==> src/rtl/univ_shiftreg_p_pkg.sv <==
`default_nettype none
// ----------------------------------------------------------------------------
// shiftreg_pkg : operation modes and effective-count helper for univ_shiftreg_p
// Revision 1.0
// ----------------------------------------------------------------------------
package shiftreg_pkg;

  typedef enum logic [2:0] {
    HOLD = 3'b000,
    SHR  = 3'b001,
    SHL  = 3'b010,
    LOAD = 3'b011,
    ROR  = 3'b100,
    ROL  = 3'b101,
    ASR  = 3'b110,
    CLR  = 3'b111
  } mode_t;

  // Only shift and rotate modes honour cnt; hold/load/clear are always single-step.
  function automatic logic uses_count(input mode_t mode);
    return (mode == SHR) || (mode == SHL) || (mode == ROR) ||
           (mode == ROL) || (mode == ASR);
  endfunction

  function automatic int unsigned eff_count(input int unsigned cnt,
                                            input int unsigned width);
    if (cnt == 0)     return 1;
    if (cnt > width)  return width;
    return cnt;
  endfunction

endpackage
`default_nettype wire

==> src/rtl/univ_shift_step.sv <==
`default_nettype none
// ----------------------------------------------------------------------------
// univ_shift_step : combinational single-step next value of the shift register
// Revision 1.0
// ----------------------------------------------------------------------------
module univ_shift_step
  import shiftreg_pkg::*;
#(
  parameter int WIDTH = 8
) (
  input  mode_t            mode,
  input  logic [WIDTH-1:0] cur,
  input  logic             din_r,
  input  logic             din_l,
  input  logic [WIDTH-1:0] val,
  output logic [WIDTH-1:0] nxt
);

  always_comb begin
    nxt = cur;
    unique case (mode)
      HOLD: nxt = cur;
      SHR:  nxt = {din_r, cur[WIDTH-1:1]};
      SHL:  nxt = {cur[WIDTH-2:0], din_l};
      LOAD: nxt = val;
      ROR:  nxt = {cur[0], cur[WIDTH-1:1]};
      ROL:  nxt = {cur[WIDTH-2:0], cur[WIDTH-1]};
      ASR:  nxt = {cur[WIDTH-1], cur[WIDTH-1:1]};
      CLR:  nxt = '0;
      default: nxt = cur;
    endcase
  end

endmodule
`default_nettype wire

==> src/rtl/univ_shiftreg_p.sv <==
`default_nettype none
// ----------------------------------------------------------------------------
// univ_shiftreg_p : WIDTH-bit universal shift register, one step per clock
// Revision 1.0
// ----------------------------------------------------------------------------
module univ_shiftreg_p
  import shiftreg_pkg::*;
#(
  parameter int WIDTH = 8,
  parameter int CNT_W = $clog2(WIDTH) + 1
) (
  input  logic             clk,
  input  logic             rst,
  input  logic             en,
  input  logic [2:0]       sel,
  input  logic [CNT_W-1:0] cnt,
  input  logic [WIDTH-1:0] val,
  input  logic             din_r,
  input  logic             din_l,
  output logic [WIDTH-1:0] dout,
  output logic             sout_r,
  output logic             sout_l,
  output logic             busy,
  output logic             done
);

  typedef enum logic [0:0] {
    S_IDLE = 1'b0,
    S_RUN  = 1'b1
  } state_t;

  state_t           state_q, state_d;
  mode_t            mode_q, mode_d;
  logic [CNT_W-1:0] rem_q, rem_d;
  logic [WIDTH-1:0] dout_q, dout_d;
  logic             done_q, done_d;

  mode_t            sel_mode;
  mode_t            step_mode;
  logic [CNT_W-1:0] n_req;
  logic [WIDTH-1:0] step_nxt;
  logic             accept;

  assign sel_mode = mode_t'(sel);
  assign accept   = en && (state_q == S_IDLE);
  assign n_req    = uses_count(sel_mode)
                  ? CNT_W'(eff_count(32'(cnt), WIDTH))
                  : CNT_W'(1);
  assign step_mode = (state_q == S_RUN) ? mode_q : (accept ? sel_mode : HOLD);

  univ_shift_step #(
    .WIDTH (WIDTH)
  ) u_step (
    .mode  (step_mode),
    .cur   (dout_q),
    .din_r (din_r),
    .din_l (din_l),
    .val   (val),
    .nxt   (step_nxt)
  );

  // rem_q counts steps still to apply after the current edge's step.
  always_comb begin
    state_d = state_q;
    mode_d  = mode_q;
    rem_d   = rem_q;
    dout_d  = dout_q;
    done_d  = 1'b0;
    unique case (state_q)
      S_IDLE: begin
        if (accept) begin
          dout_d = step_nxt;
          if (n_req > CNT_W'(1)) begin
            state_d = S_RUN;
            mode_d  = sel_mode;
            rem_d   = n_req - CNT_W'(1);
          end else begin
            done_d  = 1'b1;
          end
        end
      end
      S_RUN: begin
        dout_d = step_nxt;
        if (rem_q == CNT_W'(1)) begin
          state_d = S_IDLE;
          mode_d  = HOLD;
          rem_d   = '0;
          done_d  = 1'b1;
        end else begin
          rem_d   = rem_q - CNT_W'(1);
        end
      end
      default: state_d = S_IDLE;
    endcase
  end

  always_ff @(posedge clk or negedge rst) begin
    if (!rst) begin
      state_q <= S_IDLE;
      mode_q  <= HOLD;
      rem_q   <= '0;
      dout_q  <= '0;
      done_q  <= 1'b0;
    end else begin
      state_q <= state_d;
      mode_q  <= mode_d;
      rem_q   <= rem_d;
      dout_q  <= dout_d;
      done_q  <= done_d;
    end
  end

  assign dout   = dout_q;
  assign sout_r = dout_q[0];
  assign sout_l = dout_q[WIDTH-1];
  assign busy   = (state_q == S_RUN);
  assign done   = done_q;

endmodule
`default_nettype wire

==> config.mk <==
export PLATFORM = sky130hd
export DESIGN_NAME = univ_shiftreg_p
export DESIGN_NICKNAME = d
export VERILOG_FILES = /design/src/rtl/univ_shiftreg_p_pkg.sv /design/src/rtl/univ_shift_step.sv /design/src/rtl/univ_shiftreg_p.sv
export SDC_FILE = /design/constraint.sdc
export NUM_CORES = 1
export LEC_CHECK = 0
export BUFFER_PORTS_ARGS = -buffer_cell sky130_fd_sc_hd__buf_2
export CORE_MARGIN = 2
export CORE_UTILIZATION = 53
export DETAILED_ROUTE_END_ITERATION = 16
export PLACE_DENSITY = 0.88
export SYNTH_ARGS = -nofsm -noshare
export SYNTH_HDL_FRONTEND = slang
export SYNTH_SLANG_ARGS = --single-unit
==> constraint.sdc <==
create_clock -name clk -period 1.9 [get_ports clk]
set_clock_uncertainty 0.15 [all_clocks]
set_input_delay 0.095 -clock clk [delete_from_list [all_inputs] [get_ports clk]]
set_output_delay 0.095 -clock clk [all_outputs]
set_load 0.01 [all_outputs]
* After elaboration in Yosys (flattened, before gate mapping)
Index checks and enable logic that the tools add are counted.
** Operators by class
- Muxes and demuxes :: 29
- Multipliers :: 0
- Add/subtract/negate cells :: 2
- $lt $le $gt $ge :: 2
- Divide/modulo/power cells :: 0
- Reduce and logical (&&, ||, !) cells :: 9
- Equal/unequal tests :: 16
- Shift operators :: 0
- Bitwise operators :: 1
** Operators with widths (number)
- $pmux 8 s8 :: 1
- $mux 4 :: 7
- $eq 3x3->1 const B :: 7
- $pmux 8 s2 :: 1
- $mux 3 :: 5
- $mux 1 :: 10
- $eq 3x2->1 const B :: 3
- $mux 8 :: 1
- $pmux 4 s2 :: 1
- $sub 4x1->4 const B :: 2
- $eq 3x1->1 const B :: 2
- $pmux 3 s2 :: 1
- $eq 4x1->1 const B :: 1
- $gt 4x1->1 const B :: 1
- $gt 4x4->1 const B :: 1
- $logic_not 4->1 :: 1
- $logic_or 1x1->1 :: 4
- $ne 2x1->1 const B :: 2
- $pmux 1 s2 :: 2
- $logic_not 3->1 :: 1
- $reduce_and 3->1 :: 1
- $ne 2x2->1 const B :: 1
- $reduce_and 2->1 :: 1
- $logic_and 1x1->1 :: 1
- $not 1->1 :: 1
** Word-level totals
- Register bits after elaboration :: 17
- Memories :: 0
- Bits in read-only memories :: 0
- Bits in latches :: 0
- Bits in writable memories :: 0
- Input port bits :: 20

* Logic depth before layout (Yosys ltp)
- Word-level depth :: 10
- Gate-level depth with buffers :: 8

* Cells and area by module
A second synthesis with hierarchy kept.
** Second synthesis, totals
- Cells, all modules :: 164
- Area, all modules :: 1435.1 µm²
** By module, submodules not included
- univ_shiftreg_p :: instances 1, area an instance 952.2 µm², cells each 96
- univ_shift_step :: instances 1, area an instance 483.0 µm², cells each 68

* Worst setup path before layout
No wires, ideal clock.
- Path kind :: in2reg
- Start :: input sel[2]
- End :: register rem_q[0]
- Required time :: 1.625 ns
- Library setup time :: 0.125 ns
- Arrival time :: 1.666 ns
- Path slack :: -0.041 ns
- Stages on the path :: 7
- Path through :: or3_4 o211ai_1 inv_1 ha_1 nor3b_1 a311oi_4 mux2_4
** On the way
- Word-level cells in the longest chain between the ends :: 10
- Elaborated cells on any way between the ends :: 17
** RTL lines
- start: declaration :: line univ_shiftreg_p.sv:15 : input logic [2:0] sel,
- $eq 3x1->1 or $eq 3x2->1 (tied branches) :: line univ_shiftreg_p_pkg.sv:21 : return (mode == SHR) || (mode == SHL) || (mode == ROR) ||
- $logic_or 1x1->1 (3 in a row) :: line univ_shiftreg_p_pkg.sv:21
- $logic_or 1x1->1 (*) :: line univ_shiftreg_p_pkg.sv:22 : (mode == ROL) || (mode == ASR);
- $mux 4 (*) :: line univ_shiftreg_p.sv:47 : ? CNT_W'(eff_count(32'(cnt), WIDTH))
- $sub 4x1->4 :: line univ_shiftreg_p.sv:76 : rem_d = n_req - CNT_W'(1);
- $mux 4 :: line univ_shiftreg_p.sv:73 : if (n_req > CNT_W'(1)) begin
- $mux 4 :: line univ_shiftreg_p.sv:71 : if (accept) begin
- $pmux 4 s2 :: line univ_shiftreg_p.sv:69 : unique case (state_q)
- end signal: assignment :: line univ_shiftreg_p.sv:107 : rem_q <= rem_d;
- end: declaration :: line univ_shiftreg_p.sv:34 : logic [CNT_W-1:0] rem_q, rem_d;
Every way passes the cells marked *; elsewhere a longest branch is shown, timed or not. The select of a mux whose other input is x is not followed.
A chain may end at the register's enable or synchronous reset.

* Final worst setup path
- Start :: register state_q (netlist: busy)
- End :: register dout_q[5] (netlist: dout[5])
** On the way
- Word-level cells in the longest chain between the ends :: 8
- Elaborated cells on any way between the ends :: 16
** RTL lines
- start: declaration :: line univ_shiftreg_p.sv:32 : state_t state_q, state_d;
- start signal: assignment :: line univ_shiftreg_p.sv:105 : state_q <= state_d;
- $not 1->1
- $logic_and 1x1->1 :: line univ_shiftreg_p.sv:45 : assign accept = en && (state_q == S_IDLE);
- $mux 3 (2 in a row) :: line univ_shiftreg_p.sv:49 : assign step_mode = (state_q == S_RUN) ? mode_q : (accept ? sel_mode : HOLD);
- $eq 3x3->1 (tied with other cells) :: line univ_shift_step.sv:21 : unique case (mode)
- $pmux 8 s8 :: line univ_shift_step.sv:21
- $mux 8 :: line univ_shiftreg_p.sv:71
- $pmux 8 s2 :: line univ_shiftreg_p.sv:69
- end signal: assignment :: line univ_shiftreg_p.sv:108 : dout_q <= dout_d;
- end: declaration :: line univ_shiftreg_p.sv:35 : logic [WIDTH-1:0] dout_q, dout_d;
Several ways; a longest one is shown, not always the timed one. The select of a mux whose other input is x is not followed.

==> results_dict.tcl <==
set metrics [dict create \
    clk-insertion-delay-late_ns 0.29 \
    cts_root_buf "clkbuf_4" \
    die-area_um2 2870 \
    cts.clk_slew.worst_paths_ns 0.11 \
    cts_buffer_depth 2 \
    final_max_slew_viol_count 0 \
    routed_via_density 6.35 \
    place_hpwl_um 2550 \
    ys_dominant_reg_cell "dfrtp_1" \
    fin_util_pct 71.4 \
    numCtsBuffers 3 \
    dp_slack_ns -0.107 \
    first_pass_iters 6 \
    end_kind "flop" \
    die_y_um 53.6 \
    gr-total-overflow 0 \
    setup_tns_ns 0 \
    drive_gt1_share_pct 40.1 \
    grt_max_degree 18 \
    grt_pass1_wl_um 5580 \
    ioPinCount 32 \
    ys_seq_area_share_pct 32.7 \
    reg2reg_slack_ns 0.09 \
    cp.required_ns 1.99 \
    hp-class "in -> reg" \
    fin_ws_ns 0.0946 \
    holdWs_ns 0.0214 \
    cp_slowest_cell "dfrtp_1" \
    port_buffers 31 \
    fin_nets 202 \
    synth_top_area_share_pct 32.7 \
    track_usage_pct 26.1 \
    leakagePower_nw 0.718 \
    yosysWarningCount 0 \
    synth-seq-cells 17 \
    cp.arrival_ns 1.89 \
    timing.rr.end "dout[5]" \
    timing.rr.start "busy" \
    async_flop_share_pct 100 \
    synthCells 132 \
    drc 0 \
    critPathMaxStageDelay_ns 0.46 \
    num_vias 1301 \
    reg2reg_depth 5 \
    coreArea_um2 2280 \
    crit_type "reg -> reg" \
    cts_tree "done" \
    synth-edff-count 0 \
    postRouteAntennaNets 0 \
    power_mw 2.37 \
    routed_wl_um 3250 \
    relSlewSlack_pct 72.4 \
    hold_viol_final 0 \
    cp_top_family "compound AO/OA/AOI/OAI gates" \
    rows 17 \
    syn_nets 156 \
    max-cap-violations 0 \
    first_iter_violations 39 \
    fmax_mhz 554 \
    cp_max_fo 8 \
    fp.dieW_um 53.6 \
    syn_area_per_cell_um2 9.86 \
    path_buf_inv 2 \
    grt_pass1_vias 1330 \
    rsz0062_at_grt "no" \
    wl_per_cell_um 15.9 \
    syn_to_final_growth_pct 24.8 \
    setup_viol 0 \
    start_util_pct 57.2 \
    min_period_ns 1.81 \
    power_density_nw_per_um2 1460 \
    crit_cells 5 \
    gp_congestion 0.801 \
    antenna_cells 0 \
    worstSetupStartpoint "busy" \
    crit_chain "buf_12, o21ai_1, buf_4, mux2i_1, o221a_2" \
    yosysUniqueCellTypes 47 \
    endpoint "dout[5]" \
    synth_area_um2 1300 \
    ir_worst_vdd_mv 0.930 \
    crit_path_start_kind "flop" \
    synth_top_area_cell "dfrtp_1" \
    antenna_found_initial 0 \
    cts_sinks 17 \
    period_share_pct 95.0 \
    yosys-top-cells-area "dfrtp_1 33%, o221a_2 6.1%, mux2i_1 5.4%" \
    status "finished clean" \
    tightest_slew_ns 0.414 \
    htreeDepth 1 \
]
registers in the layout, summed over array words and instances (netlist names):
signal and cells:
mode_q 3, busy 1, rem_q 4, dout 8, done 1
where the power goes:
group / leakage (nW) / total, mW / switching [mW] / internal, mW
Combinational: 0.502 / 1.45 / 0.723 / 0.723
Clock: 0.0177 / 0.193 / 0.115 / 0.0781
Sequential: 0.198 / 0.728 / 0.190 / 0.538
cells in the final DEF (no fill, tap or decap), drive strengths merged, types with 3 or more instances in the layout:
cell type and instances:
ha 4, mux2i 7, o21ai 6, dfrtp 17
o221a 7, clkbuf 3, a211oi 7, buf 48
nand2 16, inv 5, nand3 4, a32oi 7
worst min path at each step:
stage                     startpoint      end  cells after the start
after floorplan                  rst     busy                      0
after global placement           rst  dout[6]                      1
after detailed placement         rst  dout[6]                      1
after CTS                         en     done                      3
after global routing              en     done                      3
final                             en     done                      3
cell type report:
type / count / area [µm²]
clock inverter: 1 / 5.00
sequential: 17 / 425
tap: 28 / 35.0
clock buffer: 3 / 22.5
timing repair buffer: 49 / 305
inverter: 5 / 18.8
multi-input combinational: 102 / 812
fill: 162 / 652
synth_stat cells (4+ instances only):
| cell | count |
|---|---|
| a211oi_1 | 7 |
| a32oi_1 | 7 |
| buf_4 | 6 |
| dfrtp_1 | 17 |
| ha_1 | 4 |
| inv_1 | 5 |
| mux2i_1 | 7 |
| nand2_1 | 15 |
| nand3_1 | 4 |
| o21ai_0 | 4 |
| o221a_2 | 7 |
kinds of logic (layout without fill, tap and decap cells):
logic type	Yosys count	count (layout)	share of synthesized area, %
AO/OA/AOI/OAI	50	50	33.3
AND/OR/NAND/NOR	38	38	16.6
flip-flops	17	17	32.7
buffers and inverters	13	58	5.67
multiplexers	8	8	6.54
adder cells (fa/ha/maj)	4	4	3.85
XOR/XNOR	2	2	1.35
metrics by stage:
stage	cell area (µm²)	std cells
global placement	1580	200
detailed placement	1580	200
global route	1620	205
CTS	1620	205
floorplan	1310	132
finish	1620	205
tightest hold or removal path, delay by kind of cell:
family	cells	cell delay (ns)
compound gates	1	0.07
buf+inv	1	0.17
simple gates	1	0.08
routing by layer:
| metal | vias to the layer above | track usage [%] | share of wire, % |
|---|---|---|---|
| met1 | 620 | 29.5 | 41 |
| li1 | 611 | - | - |
| met3 | 9 | 3.33 | 6.4 |
| met2 | 61 | 47.9 | 50 |
| met4 | 0 | 12.8 | 2.0 |
| met5 | - | 0 | 0 |
what timing repair did:
action                                  in CTS  in global routing
hold buffers                                 1                  0
endpoints found under the setup margin       0                  2
setup buffers                                0                  0
endpoints found under the hold margin       17                  0
resized for setup                            0                  2
Note: power is estimated with default switching activity, not from simulation.
